## src/rtl/op_issuer_pkg.sv

```systemverilog
// Shared opcode constants, FSM state encoding and helpers for the operation issuer.
package op_issuer_pkg;

  localparam logic [3:0] OP_IDLE   = 4'd0;
  localparam logic [3:0] OP_MATMUL = 4'd1;
  localparam logic [3:0] OP_WRITE  = 4'd2;
  localparam logic [3:0] OP_READ   = 4'd3;

  typedef enum logic [2:0] {
    S_IDLE,
    S_ISSUE,
    S_MATMUL,
    S_WRITE,
    S_READ,
    S_NOP,
    S_GAP
  } state_t;

  // Opcodes above OP_READ are not understood by the controller.
  function automatic logic op_legal(input logic [3:0] opc);
    return opc <= OP_READ;
  endfunction

endpackage

```

## src/rtl/op_issuer_fifo.sv

```systemverilog
// Command FIFO: DEPTH x WIDTH, synchronous push/pop, wrap-bit pointers for full/empty.
module op_fifo #(
  parameter int DEPTH = 4,
  parameter int WIDTH = 32
) (
  input  logic             clk,
  input  logic             reset,
  input  logic             push,
  input  logic             pop,
  input  logic [WIDTH-1:0] push_data,
  output logic [WIDTH-1:0] head_data,
  output logic             full,
  output logic             empty
);

  localparam int AW = $clog2(DEPTH);

  logic [AW:0]      wr_ptr_q, wr_ptr_d;
  logic [AW:0]      rd_ptr_q, rd_ptr_d;
  logic [WIDTH-1:0] mem_q [DEPTH];
  logic [WIDTH-1:0] mem_d [DEPTH];

  // Next-state of storage and pointers; the extra pointer bit tells full from empty.
  always_comb begin
    wr_ptr_d = wr_ptr_q;
    rd_ptr_d = rd_ptr_q;
    mem_d    = mem_q;
    if (push) begin
      mem_d[wr_ptr_q[AW-1:0]] = push_data;
      wr_ptr_d = wr_ptr_q + (AW+1)'(1);
    end
    if (pop) begin
      rd_ptr_d = rd_ptr_q + (AW+1)'(1);
    end
  end

  // Storage and pointer registers, cleared by reset.
  always_ff @(posedge clk or posedge reset) begin
    if (reset) begin
      wr_ptr_q <= '0;
      rd_ptr_q <= '0;
      mem_q    <= '{default: '0};
    end else begin
      wr_ptr_q <= wr_ptr_d;
      rd_ptr_q <= rd_ptr_d;
      mem_q    <= mem_d;
    end
  end

  assign head_data = mem_q[rd_ptr_q[AW-1:0]];
  assign empty     = (wr_ptr_q == rd_ptr_q);
  assign full      = (wr_ptr_q[AW] != rd_ptr_q[AW]) &&
                     (wr_ptr_q[AW-1:0] == rd_ptr_q[AW-1:0]);

endmodule

```

## src/rtl/op_issuer.sv

```systemverilog
// Host-side initiator: queues operation words and drives each onto the controller
// for its required duration, streaming write/read words over valid/ready.
module op_issuer
  import op_issuer_pkg::*;
#(
  parameter int DEPTH     = 4,
  parameter int WORDS     = 64,
  parameter int MM_CYCLES = 96
) (
  input  logic        clk,
  input  logic        reset,
  input  logic        enable,
  input  logic        cmd_valid,
  output logic        cmd_ready,
  input  logic [31:0] cmd_op,
  input  logic        wr_valid,
  output logic        wr_ready,
  input  logic [31:0] wr_data,
  output logic        rd_valid,
  input  logic        rd_ready,
  output logic [31:0] rd_data,
  output logic [31:0] ctl_operation,
  output logic [31:0] ctl_in_data,
  input  logic [31:0] ctl_out_data,
  output logic        ctl_enable,
  output logic        busy,
  output logic        done,
  output logic        err
);

  localparam int CNT_MAX = (MM_CYCLES > WORDS) ? MM_CYCLES : WORDS;
  localparam int CW      = $clog2(CNT_MAX + 1);
  localparam logic [CW-1:0] MM_LAST    = CW'(MM_CYCLES - 1);
  localparam logic [CW-1:0] WORDS_LAST = CW'(WORDS - 1);

  state_t      state_q, state_d;
  logic [31:0] op_q, op_d;
  logic [CW-1:0] cnt_q, cnt_d;

  logic        fifo_push, fifo_pop, fifo_full, fifo_empty;
  logic [31:0] fifo_head;
  logic        ctl_en;

  assign cmd_ready = !fifo_full;
  assign fifo_push = cmd_valid && !fifo_full;

  op_fifo #(.DEPTH(DEPTH), .WIDTH(32)) u_fifo (
    .clk      (clk),
    .reset    (reset),
    .push     (fifo_push),
    .pop      (fifo_pop),
    .push_data(cmd_op),
    .head_data(fifo_head),
    .full     (fifo_full),
    .empty    (fifo_empty)
  );

  // Sequencing: every step is gated by enable so a low enable freezes state and counter.
  always_comb begin
    state_d  = state_q;
    op_d     = op_q;
    cnt_d    = cnt_q;
    fifo_pop = 1'b0;
    case (state_q)
      S_IDLE: begin
        if (enable && !fifo_empty) state_d = S_ISSUE;
      end
      S_ISSUE: begin
        if (enable) begin
          fifo_pop = 1'b1;
          op_d     = fifo_head;
          cnt_d    = '0;
          case (fifo_head[3:0])
            OP_IDLE:   state_d = S_NOP;
            OP_MATMUL: state_d = S_MATMUL;
            OP_WRITE:  state_d = S_WRITE;
            OP_READ:   state_d = S_READ;
            default:   state_d = S_GAP;
          endcase
        end
      end
      S_MATMUL: begin
        if (enable) begin
          if (cnt_q == MM_LAST) state_d = S_GAP;
          else cnt_d = cnt_q + CW'(1);
        end
      end
      S_WRITE: begin
        if (enable && wr_valid) begin
          if (cnt_q == WORDS_LAST) state_d = S_GAP;
          else cnt_d = cnt_q + CW'(1);
        end
      end
      S_READ: begin
        if (enable && rd_ready) begin
          if (cnt_q == WORDS_LAST) state_d = S_GAP;
          else cnt_d = cnt_q + CW'(1);
        end
      end
      S_NOP: begin
        if (enable) state_d = S_GAP;
      end
      S_GAP: begin
        if (enable) state_d = S_IDLE;
      end
      default: state_d = S_IDLE;
    endcase
  end

  // Controller-side muxing; the opcode is only ever driven from the three active states.
  always_comb begin
    ctl_operation = '0;
    ctl_in_data   = '0;
    ctl_en        = enable;
    wr_ready      = 1'b0;
    rd_valid      = 1'b0;
    rd_data       = '0;
    done          = 1'b0;
    err           = 1'b0;
    case (state_q)
      S_MATMUL: ctl_operation = op_q;
      S_WRITE: begin
        ctl_operation = op_q;
        ctl_in_data   = wr_data;
        ctl_en        = enable && wr_valid;
        wr_ready      = enable && wr_valid;
      end
      S_READ: begin
        ctl_operation = op_q;
        rd_data       = ctl_out_data;
        rd_valid      = enable;
        ctl_en        = enable && rd_ready;
      end
      S_ISSUE: err  = enable && !op_legal(fifo_head[3:0]);
      S_GAP:   done = enable && op_legal(op_q[3:0]);
      default: ;
    endcase
  end

  // The controller is held off for as long as reset is asserted.
  assign ctl_enable = ctl_en && !reset;
  assign busy       = (state_q != S_IDLE) || !fifo_empty;

  // State, operation register and duration counter.
  always_ff @(posedge clk or posedge reset) begin
    if (reset) begin
      state_q <= S_IDLE;
      op_q    <= '0;
      cnt_q   <= '0;
    end else begin
      state_q <= state_d;
      op_q    <= op_d;
      cnt_q   <= cnt_d;
    end
  end

endmodule

```

## config.mk

```make
export PLATFORM = sky130hd
export DESIGN_NAME = op_issuer
export DESIGN_NICKNAME = d
export VERILOG_FILES = /design/src/rtl/op_issuer_pkg.sv /design/src/rtl/op_issuer_fifo.sv /design/src/rtl/op_issuer.sv
export SDC_FILE = /design/constraint.sdc
export NUM_CORES = 1
export LEC_CHECK = 0
export ABC_AREA = 1
export CAP_MARGIN = 0
export CORE_UTILIZATION = 51
export DETAILED_ROUTE_END_ITERATION = 7
export HOLD_SLACK_MARGIN = 0.02
export PLACE_DENSITY = 0.88
export SYNTH_ARGS = -nofsm -noshare
export SYNTH_HDL_FRONTEND = slang
export SYNTH_SLANG_ARGS = --single-unit
```

## constraint.sdc

```tcl
create_clock -name clk -period 6.6 [get_ports clk]
set_clock_uncertainty 0.05 [all_clocks]
set_input_delay 1.32 -clock clk [delete_from_list [all_inputs] [get_ports clk]]
set_output_delay 1.32 -clock clk [all_outputs]
set_load 0.005 [all_outputs]
```

Word level (Yosys, flattened, before mapping) --
Cells that the tools add are included.
Cells by class: reductions and logical operators 22, equality and inequality tests 23, order comparisons 5, add/subtract/negate cells 3, mux-type cells 34, bitwise gates (word level) 2
Operators with widths (count):
- 2-to-1 mux 32 bit | 6
- bitwise mux 128 bit | 1
- binary-select mux 32 bit (select 2 bit) | 1
- demux 32 bit (select 2 bit) | 1
- 2-to-1 mux 7 bit | 6
- one-hot mux 7 bit (4 select lines) | 1
- 2-to-1 mux 3 bit | 9
- one-hot mux 3 bit (7 select lines) | 1
- != test 2 bit, second input constant | 9
- one-hot mux 3 bit (4 select lines) | 1
- == test 3 bit, second input constant | 3
- logical AND 1 bit | 9
- == test 4 x 2 -> 1 bit, second input constant | 2
- less-or-equal comparator 4 x 2 -> 1 bit, second input constant | 2
- AND reduction 8 bit | 1
- adder 7 x 1 -> 7 bit, second input constant | 1
- == test 7 x 6 -> 1 bit, second input constant | 1
- == test 7 bit, second input constant | 1
- adder 3 x 1 -> 3 bit, second input constant | 2
- == test 3 x 2 -> 1 bit, second input constant | 2
- greater-or-equal comparator 3 bit, second input constant | 2
- 2-to-1 mux 1 bit | 6
- inverter 2 -> 3 bit | 2
- AND reduction 6 bit | 1
- 15 further kinds | 18
Storage, ports and cells: input port bits 102, word-level logic and storage cells 98, output and inout bits 103, register bits 176

Longest topological paths before layout --
Gate-level depths: netlist of run 1.
word-level depth 8, mapped depth 13, mapped depth without buffers 12

By module --
Synthesis of run 1 repeated with hierarchy kept, for this count alone.
Second synthesis, totals: cell total of the unflattened synthesis 1292, area, all modules 9411.5 um2
By module, submodules not included:
- op_fifo | instances 1, cells an instance 792, sequential area each 3353.2 um2, area each 6396.1 um2
- op_issuer | instances 1, cells an instance 500, sequential area each 1051.0 um2, area each 3015.4 um2

Worst setup path before layout of run 1 --
OpenSTA, ideal clock, no wires.
path type input -> output, start input port enable, end output port err, stages 5, path buffers 1, arrival 1987 ps, slack 3243 ps, cells stage by stage buf_2 -> inv_1 -> nor2_2 -> inv_1 -> nor2_1
Between the ends: cells in the longest elaborated chain, start to end 2
Ends and longest elaborated chain:
- start, declared | RTL line op_issuer.sv:12 | input logic enable,
- logical AND 1 bit | RTL line op_issuer.sv:134 | S_ISSUE: err = enable && !op_legal(fifo_head[3:0]);
- 2-to-1 mux 1 bit | RTL line op_issuer.sv:120 | case (state_q)
- end, declared | RTL line op_issuer.sv:28 | output logic err
Every way passes these cells.

Final worst setup path of run 1 --
start input port enable, end output port ctl_enable
Between the ends: cells in the longest elaborated chain, start to end 3, elaborated cells between the ends (all ways) 4, classes of those cells mux (1); reduce/logical (3)
Ends and longest elaborated chain:
- logical AND 1 bit, on equally long branches | RTL line op_issuer.sv:132, op_issuer.sv:125
- one-hot mux 1 bit (2 select lines) * | RTL line op_issuer.sv:120
- logical AND 1 bit * | RTL line op_issuer.sv:141 | assign ctl_enable = ctl_en && !reset;
- end, declared | RTL line op_issuer.sv:25 | output logic ctl_enable,
Mark *: on every way between the ends. The rest lies on a longest branch, timed or not.

==> metrics.md, run 1 <==
| Metric | Value |
|---|---|
| Cell Pwr Density | `roughly 470 nW/um^2` |
| Critical path startpoint category | `input port` |
| Synth Area in XOR/XNOR | `less than 1%` |
| Hold slack | `approximately 0.43 ns` |
| Total GRT Usage | `a little over a quarter` |
| Main flop type after synthesis | `dfrtp_1` |
| Adder-cell share of the synthesized area | `0.9949%` |
| Clock transition at path regs | `0.06 ns` |
| R2r endpoint | `u_fifo.mem_q[31]` |
| Post-synth net total | `1251` |
| Deepest clock path buffer count | `2` |
| Setup violators final | `0` |
| Worst Hold Depth | `2` |
| Routed len/inst | `15.48 um` |
| Number of flops mapped to enable cells by yosys | `0` |
| Largest net degree at the start of global routing | `90` |
| Crit Path Category | `in2out` |
| Fraction of registers with async set/reset | `100.0%` |
| Mapped Area | `8803 um^2` |
| Final Hold Fails | `0` |
| R2R depth | `12` |
| Area Growth Syn to Fin | `30.73%` |
| Layout Nets | `between 1000 and 1500` |
| RSZ-0062 raised after global routing | `false` |
| Initial antenna violation count | `0` |
| Initial Utilization | `between 50% and 60%` |
| CTS tree | `done` |
| Status | `finished clean` |
| Die area | `17790 um^2` |
| First-pass GRT wire length | `slightly below 40000 um` |
| Antenna Diode Count | `0` |
| Hpwl dp | `between 10000 and 15000 um` |
| Yosys warns | `0` |
| Die X | `about 130 um` |
| I/O pins | `between 200 and 250` |
| Htree depth | `4` |
| Largest family of logic cells by synthesized area | `simple AND/OR/NAND/NOR gates` |
| 1st-pass router iterations | `7` |
| Worst-Margin Slew | `between 1 and 1.5 ns` |
| Row cnt | `47` |
| Hold Startpoint | `u_fifo.mem_q[5]` |
| Max-Cap Viols | `0` |
| Core ar. | `between 15000 and 20000 um^2` |
| Post-CTS setup buffer count | `0` |
| Setup TNS | `0 ns` |
| Most common cell after layout, fill and taps aside | `nand2_1` |
| Residual DRC | `0` |
| Clock sinks | `between 150 and 200` |
| Post-CTS sizing | `0` |
| GP Congestion | `0.8116` |
| Clk_lat worst skew | `~0.41 ns` |
| Initial drt markers | `546` |
| Most frequent cells in the layout | `247 x nand2_1, 214 x nor2_1, 204 x clkdlybuf4s50_1, 175 x dfrtp_1, 143 x o21ai_0` |
| Final core occ | `68.91%` |
| Hold crit path type | `reg2reg` |
| Cells after synthesis | `1142` |
| Fraction of layout cells with a size suffix above 1 | `under 10%` |
| Max Slew Vio Count | `0` |
| Synth cell types | `37` |
| Fraction of synthesized area in multiplexers | `0%` |
| Max Freq | `222.4 MHz` |
| Post-synthesis compound-gate area fraction | `between 10 and 15%` |
| Number of buffers created by CTS | `17` |
| Avg Vias per Cell | `approximately 5.3` |
| Reg2reg start | `u_fifo.rd_ptr_q[1]` |
| Die height | `133.4 um` |
| WHS Endpoint | `u_fifo.mem_q[5]` |
| #FFs+latches synth | `176` |
| LEAKAGE | `between 5 and 6 nW` |
| Worst vdd ir | `0.2611 mV` |
| Final Critical Period | `about 4.5 ns` |
| Hold-fix buffers, CTS | `0` |
| Total vias in the final route | `8165` |
| CP max FO | `8` |
| Routed WL | `roughly 24000 um` |
| Final Cycle Share | `68.14%` |
| Avg Synthesized Cell Area | `slightly below 8 um^2` |
| Rel. slew slack | `30.47%` |
| Number of global-route vias before repair | `a little under 8000` |
| Critical path arrival | `~3.1 ns` |
| R2r setup slk | `around 3.6 ns` |
| PortBufs | `204` |
| Grt ovf | `0` |
| Simple-gate area share of the yosys netlist | `23.68%` |
| WP data required | `around 5.2 ns` |
| Fillers | `around 1300` |
| Routed Antenna Nets | `0` |
| Root buf cell | `clkbuf_16` |
| Kind of end point of the critical path | `output pin` |
| Seq/Total Area, Yosys | `50.03%` |
-- worst max-delay path, stage by stage --
cell             delay, ns
clkdlybuf4s50_1       0.64
inv_1                 0.14
nor2_1                0.17
a221oi_1              0.12
nor2_1                0.12
clkdlybuf4s50_1       0.60
-- Yosys cell counts, types with 2 or more instances --
| master | instances | area (um^2) |
|---|---|---|
| nand2_1 | 247 | 927.1 |
| nor2_1 | 214 | 803.3 |
| dfrtp_1 | 176 | 4404 |
| o21ai_0 | 143 | 715.7 |
| inv_1 | 140 | 525.5 |
| o21ai_1 | 39 | 195.2 |
| buf_2 | 32 | 160.2 |
| a31oi_1 | 28 | 175.2 |
| nand3_1 | 17 | 85.08 |
| clkbuf_1 | 16 | 60.06 |
| o21ai_2 | 16 | 140.1 |
| nand2_2 | 8 | 50.05 |
| buf_1 | 7 | 26.28 |
| ha_1 | 7 | 87.58 |
| inv_2 | 7 | 26.28 |
| buf_6 | 6 | 67.56 |
| nand2_4 | 6 | 67.56 |
| xor2_1 | 6 | 52.55 |
| or2_2 | 4 | 25.02 |
| nor2_2 | 3 | 18.77 |
| buf_4 | 2 | 15.01 |
| inv_4 | 2 | 12.51 |
| nand3_4 | 2 | 35.03 |
-- metal layers --
layer / wire, um / global-route usage (%) / vias to the layer above
li1: - / - / 3879
met1: 9564 / 33.50 / 3939
met2: 12430 / 48.78 / 307
met3: 1340 / 4.338 / 40
met4: 507 / 10.61 / 0
met5: 0 / 0 / -
-- power by group --
group          internal, mW  switching [mW]
combinational         0.979            1.44
sequential             1.58           0.302
clock                 0.722           0.408
total                  3.28            2.15
-- cell type report --
type	count	area (um^2)	area share (%)
Multi-Input combinational cell	753	3496	30.38
Tap cell	220	275.3	2.392
Clock buffer	19	442.9	3.849
Timing Repair Buffer	210	2087	18.13
Clock inverter	13	232.7	2.022
Inverter	149	569.3	4.947
Sequential cell	176	4405	38.28
-- state kept, by name (all words and copies together) (netlist names) --
name and flops:
cnt_q 7, op_q 32, state_q 3, u_fifo.mem_q 128, u_fifo.rd_ptr_q 3, u_fifo.wr_ptr_q 3
-- worst max-delay path by stage --
stage	slack (ns)	to	startpoint
final	2.10	ctl_enable	enable
after global routing	1.97	ctl_operation[13]	state_q[2]
after CTS	2.09	ctl_enable	enable
after detailed placement	2.10	ctl_enable	enable
after global placement	2.18	ctl_enable	enable
after floorplan	0.46	cnt_q[0]	reset
-- per-stage QoR --
stage	worst slack (ns)	instances	power, mW	area (um^2)
finish	2.103	1540	5.428	11510
global route	1.969	1540	5.828	11510
CTS	2.092	1540	5.438	11510
detailed placement	2.098	1508	4.241	10830
global placement	2.181	1508	4.139	10830
floorplan	0.4564	1142	3.419	8803
-- cell families after synthesis --
kind of cell             count (synthesis)
AND/OR/NAND/NOR                        509
AO/OA/AOI/OAI                          231
buffers and inverters                  213
flip-flops                             176
adder cells (fa/ha/maj)                  7
XOR/XNOR                                 6
No activity file was read; power rests on OpenSTA's default activity.
==> inputs of run 2 (changes only) <==
==> constraint.sdc (replaced) <==
create_clock -name clk -period 4.3 [get_ports clk]
set_clock_uncertainty 0.05 [all_clocks]
set_input_delay 0.86 -clock clk [delete_from_list [all_inputs] [get_ports clk]]
set_output_delay 0.86 -clock clk [all_outputs]
set_load 0.005 [all_outputs]
==> run 2 against run 1 <==
  * Wire length decreased by 3.7%
  * Setup slack got worse by 1.7 ns
  * Sequential power increased by 55%
  * Clock-buffer cell count increased by 1
  * Critical path type is now reg2out
  * Largest power group unchanged
==> metrics.md, run 2 (synthesized netlist as in run 1, its figures left out) <==
| Metric | Value |
|---|---|
| Total GRT Usage | `27.18% (was 27.48%)` |
| Deepest clock path buffer count | `2 (unchanged)` |
| Sequential share of power | `35.7% (was 34.6%)` |
| Max Freq | `between 200 and 300 MHz` |
| Setup violators final | `0 (unchanged)` |
| Final Hold Fails | `0 (unchanged)` |
| Kind of end point of the critical path | `output pin (unchanged)` |
| R2r setup slk | `1.44 ns (was 3.59 ns)` |
| Initial antenna violation count | `0 (unchanged)` |
| Initial Utilization | `52.71% (unchanged)` |
| Most common cell after layout, fill and taps aside | `nand2_1 (unchanged)` |
| Routed WL | `22950 um (was 23840 um)` |
| Rel. slew slack | `49.01% (was 30.47%)` |
| WP data required | `3.39 ns (was 5.23 ns)` |
| P_sw | `3.239 mW (was 2.150 mW)` |
| Sw Share | `39.76% (was 39.60%)` |
| Die X | `133.4 um (unchanged)` |
| Post-CTS setup buffer count | `0 (unchanged)` |
| Crit path to | `ctl_operation[3] (was ctl_enable)` |
| Status | `finished clean (unchanged)` |
| Die area | `17790 um^2 (unchanged)` |
| Hold crit path type | `reg2reg (unchanged)` |
| Top Registers | `u_fifo.mem_q (128), op_q (32), cnt_q (7) (unchanged)` |
| PortBufs | `204 (unchanged)` |
| Area Growth Syn to Fin | `30.29% (was 30.73%)` |
| Residual DRC | `0 (unchanged)` |
| Routed len/inst | `14.89 um (was 15.48 um)` |
| Clock transition at path regs | `0.06 ns (about the same)` |
| Cell Pwr Density | `710.1 nW/um^2 (was 471.7 nW/um^2)` |
| Number of buffers created by CTS | `17 (unchanged)` |
| Setup WS pre-CTS | `0.6895 ns (was 2.098 ns)` |
| Worst Setup SP | `state_q[2] (was enable)` |
| Pint | `4.907 mW (was 3.279 mW)` |
| R2r endpoint | `u_fifo.mem_q[6] (was u_fifo.mem_q[31])` |
| Most frequent cells in the layout | `247 x nand2_1, 214 x nor2_1, 204 x clkdlybuf4s50_1, 175 x dfrtp_1, 143 x o21ai_0 (unchanged)` |
| Clk_lat worst skew | `0.43 ns (was 0.41 ns)` |
| LEAKAGE | `5.683 nW (was 5.705 nW)` |
| FF+latch area | `4405 um^2 (unchanged)` |
| I/O pins | `205 (unchanged)` |
| CTS tree | `done (unchanged)` |
| Grt ovf | `0 (unchanged)` |
| Critical path startpoint category | `flop (was input port)` |
| Footprint of the multi-input gates | `3496 um^2 (unchanged)` |
| Antenna Diode Count | `0 (unchanged)` |
| Max Slew Vio Count | `0 (unchanged)` |
| Critical path arrival | `2.96 ns (was 3.13 ns)` |
| Max-Cap Viols | `0 (unchanged)` |
| Worst Hold Depth | `2 (unchanged)` |
| Max reg flops | `128 (unchanged)` |
| Final WS setup | `0.4266 ns (was 2.103 ns)` |
| Reg2reg start | `u_fifo.rd_ptr_q[0] (was u_fifo.rd_ptr_q[1])` |
| Hpwl dp | `14760 um (was 14830 um)` |
| Htree depth | `4 (unchanged)` |
| Hold-fix buffers, CTS | `0 (unchanged)` |
| Comb pwr share | `44.6% (about the same)` |
| Die height | `133.4 um (unchanged)` |
| Number of global-route vias before repair | `7908 (was 7857)` |
| Post-CTS sizing | `0 (unchanged)` |
| R2R depth | `11 (was 12)` |
| Row cnt | `47 (unchanged)` |
| Total vias in the final route | `7925 (was 8165)` |
| GP Congestion | `0.8329 (was 0.8116)` |
| Worst-Margin Slew | `0.7621 ns (was 1.041 ns)` |
| Clock sinks | `176 (unchanged)` |
| Largest net degree at the start of global routing | `65 (was 90)` |
| Setup TNS | `0 ns (unchanged)` |
| Root buf cell | `clkbuf_16 (unchanged)` |
| Final core occ | `68.68% (was 68.91%)` |
| Final Cycle Share | `between 90% and 100%` |
| Layout Nets | `1418 (was 1416)` |
| First-pass GRT wire length | `38200 um (was 38570 um)` |
| 1st-pass router iterations | `5 (was 7)` |
| Largest Register | `u_fifo.mem_q (unchanged)` |
| Crit Path Category | `reg2out (was in2out)` |
| Final Critical Period | `3.873 ns` |
| Worst vdd ir | `0.4182 mV (was 0.2611 mV)` |
| Fillers | `1290 (was 1322)` |
| CP max FO | `35 (was 8)` |
| Clk pwr share | `19.7% (was 20.8%)` |
| Initial drt markers | `503 (was 546)` |
| Core ar. | `16700 um^2 (unchanged)` |
| Avg Vias per Cell | `5.143 (was 5.302)` |
| RSZ-0062 raised after global routing | `false (unchanged)` |
| Fraction of layout cells with a size suffix above 1 | `7.040% (was 7.045%)` |
| Routed Antenna Nets | `0 (unchanged)` |
[run 2: changes by cell type in the layout (fill, tap and decap cells not counted)]
cell        delta
buf_12         +1
buf_4          +1
bufinv_16      -2
clkbuf_1       +1
clkinv_2       +2
clkinv_4       -2
clkinvlp_4     +2
inv_6          -2
[run 2: through the flow]
| step | hold WS (ns) | power (mW) | instances | cell area, um^2 |
|---|---|---|---|---|
| after floorplan | 0.3978 | 5.248 | 1142 | 8807 |
| after global placement | 0.4084 | 6.343 | 1510 | 10860 |
| after detailed placement | 0.4121 | 6.516 | 1510 | 10860 |
| after CTS | 0.4277 | 8.177 | 1541 | 11470 |
| after global routing | 0.4469 | 8.825 | 1541 | 11470 |
| final | 0.4284 | 8.145 | 1541 | 11470 |
[run 2: routing by layer]
metal | vias up | wire [um] | track usage [%]
met5 | - | 0 | 0
met4 | 0 | 407 | 10.67
met3 | 32 | 1421 | 4.414
met2 | 307 | 12090 | 48.50
met1 | 3704 | 9039 | 32.77
li1 | 3882 | - | -
[run 2: power by group through the flow]
| stage | logic, mW | registers, mW | clock network (mW) |
|---|---|---|---|
| floorplan | 2.50 | 2.75 | 0 |
| global placement | 3.46 | 2.88 | 0 |
| detailed placement | 3.61 | 2.91 | 0 |
| CTS | 3.67 | 2.90 | 1.62 |
| global route | 4.15 | 2.99 | 1.68 |
| finish | 3.64 | 2.91 | 1.60 |
[run 2: worst min path at each step]
stage                             to             start  slack (ns)
finish               u_fifo.mem_q[5]   u_fifo.mem_q[5]        0.43
global route         u_fifo.mem_q[7]   u_fifo.mem_q[7]        0.45
CTS                  u_fifo.mem_q[7]   u_fifo.mem_q[7]        0.43
detailed placement   u_fifo.mem_q[7]   u_fifo.mem_q[7]        0.41
global placement    u_fifo.mem_q[29]  u_fifo.mem_q[29]        0.41
floorplan           u_fifo.mem_q[15]  u_fifo.mem_q[15]        0.40
[run 2: worst max-delay path, stage by stage (launching register included)]
cell and delay [ns]:
dfrtp_1 0.51, inv_2 0.16, nand3_4 0.31, nand2_4 0.24
nor2_8 0.05, inv_2 0.51, nand2_1 0.13, inv_1 0.09
clkdlybuf4s50_1 0.51
[run 2: layout make-up]
cell class              instances  area share (%)
flip-flops and latches        176           38.41
multi-input cells             753           30.48
repair buffers                212           18.44
inverters                     149           4.953
clock buffers                  20           3.894
well taps                     220           2.400
clock inverters                11           1.429
==> inputs of run 3 (changes only) <==
--- a/config.mk
+++ b/config.mk
@@ -7,10 +7,11 @@
 export LEC_CHECK = 0
 export ABC_AREA = 1
 export CAP_MARGIN = 0
+export CORE_ASPECT_RATIO = 1.25
 export CORE_UTILIZATION = 51
 export DETAILED_ROUTE_END_ITERATION = 7
 export HOLD_SLACK_MARGIN = 0.02
-export PLACE_DENSITY = 0.88
+export PLACE_DENSITY = 0.81
 export SYNTH_ARGS = -nofsm -noshare
 export SYNTH_HDL_FRONTEND = slang
 export SYNTH_SLANG_ARGS = --single-unit
==> run 3 against run 2 <==
  * Wire length about the same
  * Critical path type unchanged
  * Critical endpoint is now ctl_operation[12]
  * Core utilization down 0.62 points
  * Largest cell class unchanged
  * Final cell count up 0.32%
==> metrics.md, run 3 (synthesized netlist as in run 1, its figures left out) <==
| Metric | Value |
|---|---|
| CTS tree | `done (unchanged)` |
| Kind of end point of the critical path | `output pin (unchanged)` |
| Sw Share | `39.74% (was 39.76%)` |
| Post-CTS sizing | `0 (unchanged)` |
| Layout Nets | `1419 (was 1418)` |
| Number of buffers created by CTS | `17 (unchanged)` |
| Number of global-route vias before repair | `7579 (was 7908)` |
| CP peak stage delay | `0.52 ns (was 0.51 ns)` |
| Worst vdd ir | `0.4095 mV (was 0.4182 mV)` |
| Max Slew Vio Count | `0 (unchanged)` |
| Routed len/inst | `14.85 um (was 14.89 um)` |
| Critical path arrival | `2.93 ns (was 2.96 ns)` |
| RSZ-0062 raised after global routing | `false (unchanged)` |
| PortBufs | `204 (unchanged)` |
| Largest net degree at the start of global routing | `70 (was 65)` |
| First-pass GRT wire length | `37250 um (was 38200 um)` |
| Status | `finished clean (unchanged)` |
| Setup violators final | `0 (unchanged)` |
| LEAKAGE | `5.677 nW (was 5.683 nW)` |
| CP max FO | `35 (unchanged)` |
| DP Area | `10850 um^2 (was 10860 um^2)` |
| Sequential share of power | `36.3% (was 35.7%)` |
| Clock transition at path regs | `0.06 ns (about the same)` |
| Clk_lat worst skew | `0.43 ns (about the same)` |
| Critical Path Slowest Stage Cell | `inv_2 (was dfrtp_1)` |
| Row cnt | `53 (was 47)` |
| Most common cell after layout, fill and taps aside | `nand2_1 (unchanged)` |
| Hold crit path type | `reg2reg (unchanged)` |
| Top Registers | `u_fifo.mem_q (128), op_q (32), cnt_q (7) (unchanged)` |
| GP Congestion | `0.8897 (was 0.8329)` |
| Crit Path Category | `reg2out (unchanged)` |
| Initial antenna violation count | `5 (was 0)` |
| Clk pwr share | `19.5% (was 19.7%)` |
| Residual DRC | `0 (unchanged)` |
| CP Cell Sequence | `inv_2 -> nand3_4 -> nand2_4 -> nor2_8 -> inv_2 -> nand2_1 -> inv_1 -> clkdlybuf4s50_1 (unchanged)` |
| Max Freq | `260.2 MHz (was 258.2 MHz)` |
| Hpwl dp | `15170 um (was 14760 um)` |
| Hold-fix buffers, CTS | `0 (unchanged)` |
| R2r setup slk | `1.45 ns (was 1.44 ns)` |
| Final WS setup | `0.4571 ns (was 0.4266 ns)` |
| Clock sinks | `176 (unchanged)` |
| Most frequent cells in the layout | `247 x nand2_1, 214 x nor2_1, 204 x clkdlybuf4s50_1, 175 x dfrtp_1, 143 x o21ai_0 (unchanged)` |
| Total vias in the final route | `7994 (was 7925)` |
| Final Hold Fails | `0 (unchanged)` |
| Design Area, Final | `11460 um^2 (was 11470 um^2)` |
| Max-Cap Viols | `0 (unchanged)` |
| Setup WS pre-CTS | `0.8062 ns (was 0.6895 ns)` |
| Setup TNS | `0 ns (unchanged)` |
| P_sw | `3.201 mW (was 3.239 mW)` |
| Worst-Margin Slew | `0.8726 ns (was 0.7621 ns)` |
| Initial drt markers | `482 (was 503)` |
| Htree depth | `4 (unchanged)` |
| Root buf cell | `clkbuf_16 (unchanged)` |
| Comb pwr share | `44.1% (was 44.6%)` |
| Final Critical Period | `3.843 ns (was 3.873 ns)` |
| Die height | `148.9 um (was 133.4 um)` |
| Hold slack | `0.4280 ns (was 0.4284 ns)` |
| Die area | `17790 um^2 (about the same)` |
| Routed Antenna Nets | `0 (unchanged)` |
| Fraction of layout cells with a size suffix above 1 | `7.256% (was 7.040%)` |
| Post-CTS setup buffer count | `0 (unchanged)` |
| Routed WL | `22960 um (was 22950 um)` |
| Core ar. | `16840 um^2 (was 16700 um^2)` |
| Rel. slew slack | `41.83% (was 49.01%)` |
| Final Cycle Share | `89.37% (was 90.08%)` |
| Critical path startpoint category | `flop (unchanged)` |
| Grt ovf | `0 (unchanged)` |
| Area Growth Syn to Fin | `30.22% (was 30.29%)` |
| Die X | `119.5 um (was 133.4 um)` |
| Avg Vias per Cell | `5.171 (was 5.143)` |
| Most frequent cell on the critical path | `inv_2 (unchanged)` |
| Deepest clock path buffer count | `2 (unchanged)` |
| Initial Utilization | `52.27% (was 52.71%)` |
| Cell Pwr Density | `702.7 nW/um^2 (was 710.1 nW/um^2)` |
| WP data required | `3.39 ns (about the same)` |
| Max reg flops | `128 (unchanged)` |
| I/O pins | `205 (unchanged)` |
| Largest Register | `u_fifo.mem_q (unchanged)` |
| 1st-pass router iterations | `5 (unchanged)` |
| Pint | `4.855 mW (was 4.907 mW)` |
| Total GRT Usage | `26.90% (was 27.18%)` |
[run 3: changes by cell type in the layout (fill, tap and decap cells not counted)]
cell	delta
bufinv_16	-1
clkinvlp_4	+1
diode_2	+3
clkinv_4	-1
buf_12	-1
inv_6	+3
buf_4	+2
clkbuf_1	-1
[run 3: area by class of cell]
cell class                 instances  area [um^2]
clock buffer                      19        442.9
fill                            1385         5380
antenna                            3        7.507
timing repair buffer             213         2110
clock inverter                    13        158.9
multi-input combinational        753         3496
inverter                         149        568.0
sequential                       176         4405
tap                              220        275.3
[run 3: path summary, 6_finish.rpt]
path                                    start           endpoint  depth (start not counted)
max reg2reg                u_fifo.rd_ptr_q[1]    u_fifo.mem_q[7]                         11
min                           u_fifo.mem_q[6]    u_fifo.mem_q[6]                          2
min in group asynchronous               reset           cnt_q[6]                          2
max                                state_q[2]  ctl_operation[12]                          8
max in group asynchronous               reset  u_fifo.mem_q[105]                          3
min reg2reg                   u_fifo.mem_q[6]    u_fifo.mem_q[6]                          2
[run 3: per-layer routing]
metal	up-vias	track usage [%]	share of wire, %
li1	3893	-	-
met1	3768	31.22	40
met2	293	47.08	50
met3	36	8.180	8.7
met4	4	9.125	1.8
met5	-	0	0.10
[run 3: critical path, delay by kind of cell (launching register included)]
| family | cells | cell delay, ns |
|---|---|---|
| buffers and inverters | 4 | 1.29 |
| and+or+nand+nor | 4 | 0.71 |
| DFF | 1 | 0.50 |
[run 3: power by group through the flow]
stage	Clock, mW	Sequential, mW	Combinational (mW)
finish	1.57	2.93	3.56
global route	1.65	3.02	4.05
CTS	1.58	2.92	3.59
detailed placement	0	2.94	3.55
global placement	0	2.92	3.45
floorplan	0	2.75	2.50
[run 3: metrics by stage]
stage                     power (mW)  utilization (%)  std cells
final                          8.056            68.06       1546
after global routing           8.722            68.01       1543
after CTS                      8.090            68.01       1543
after detailed placement       6.481            64.44       1511
after global placement         6.365            64.44       1511
after floorplan                5.248                -       1142
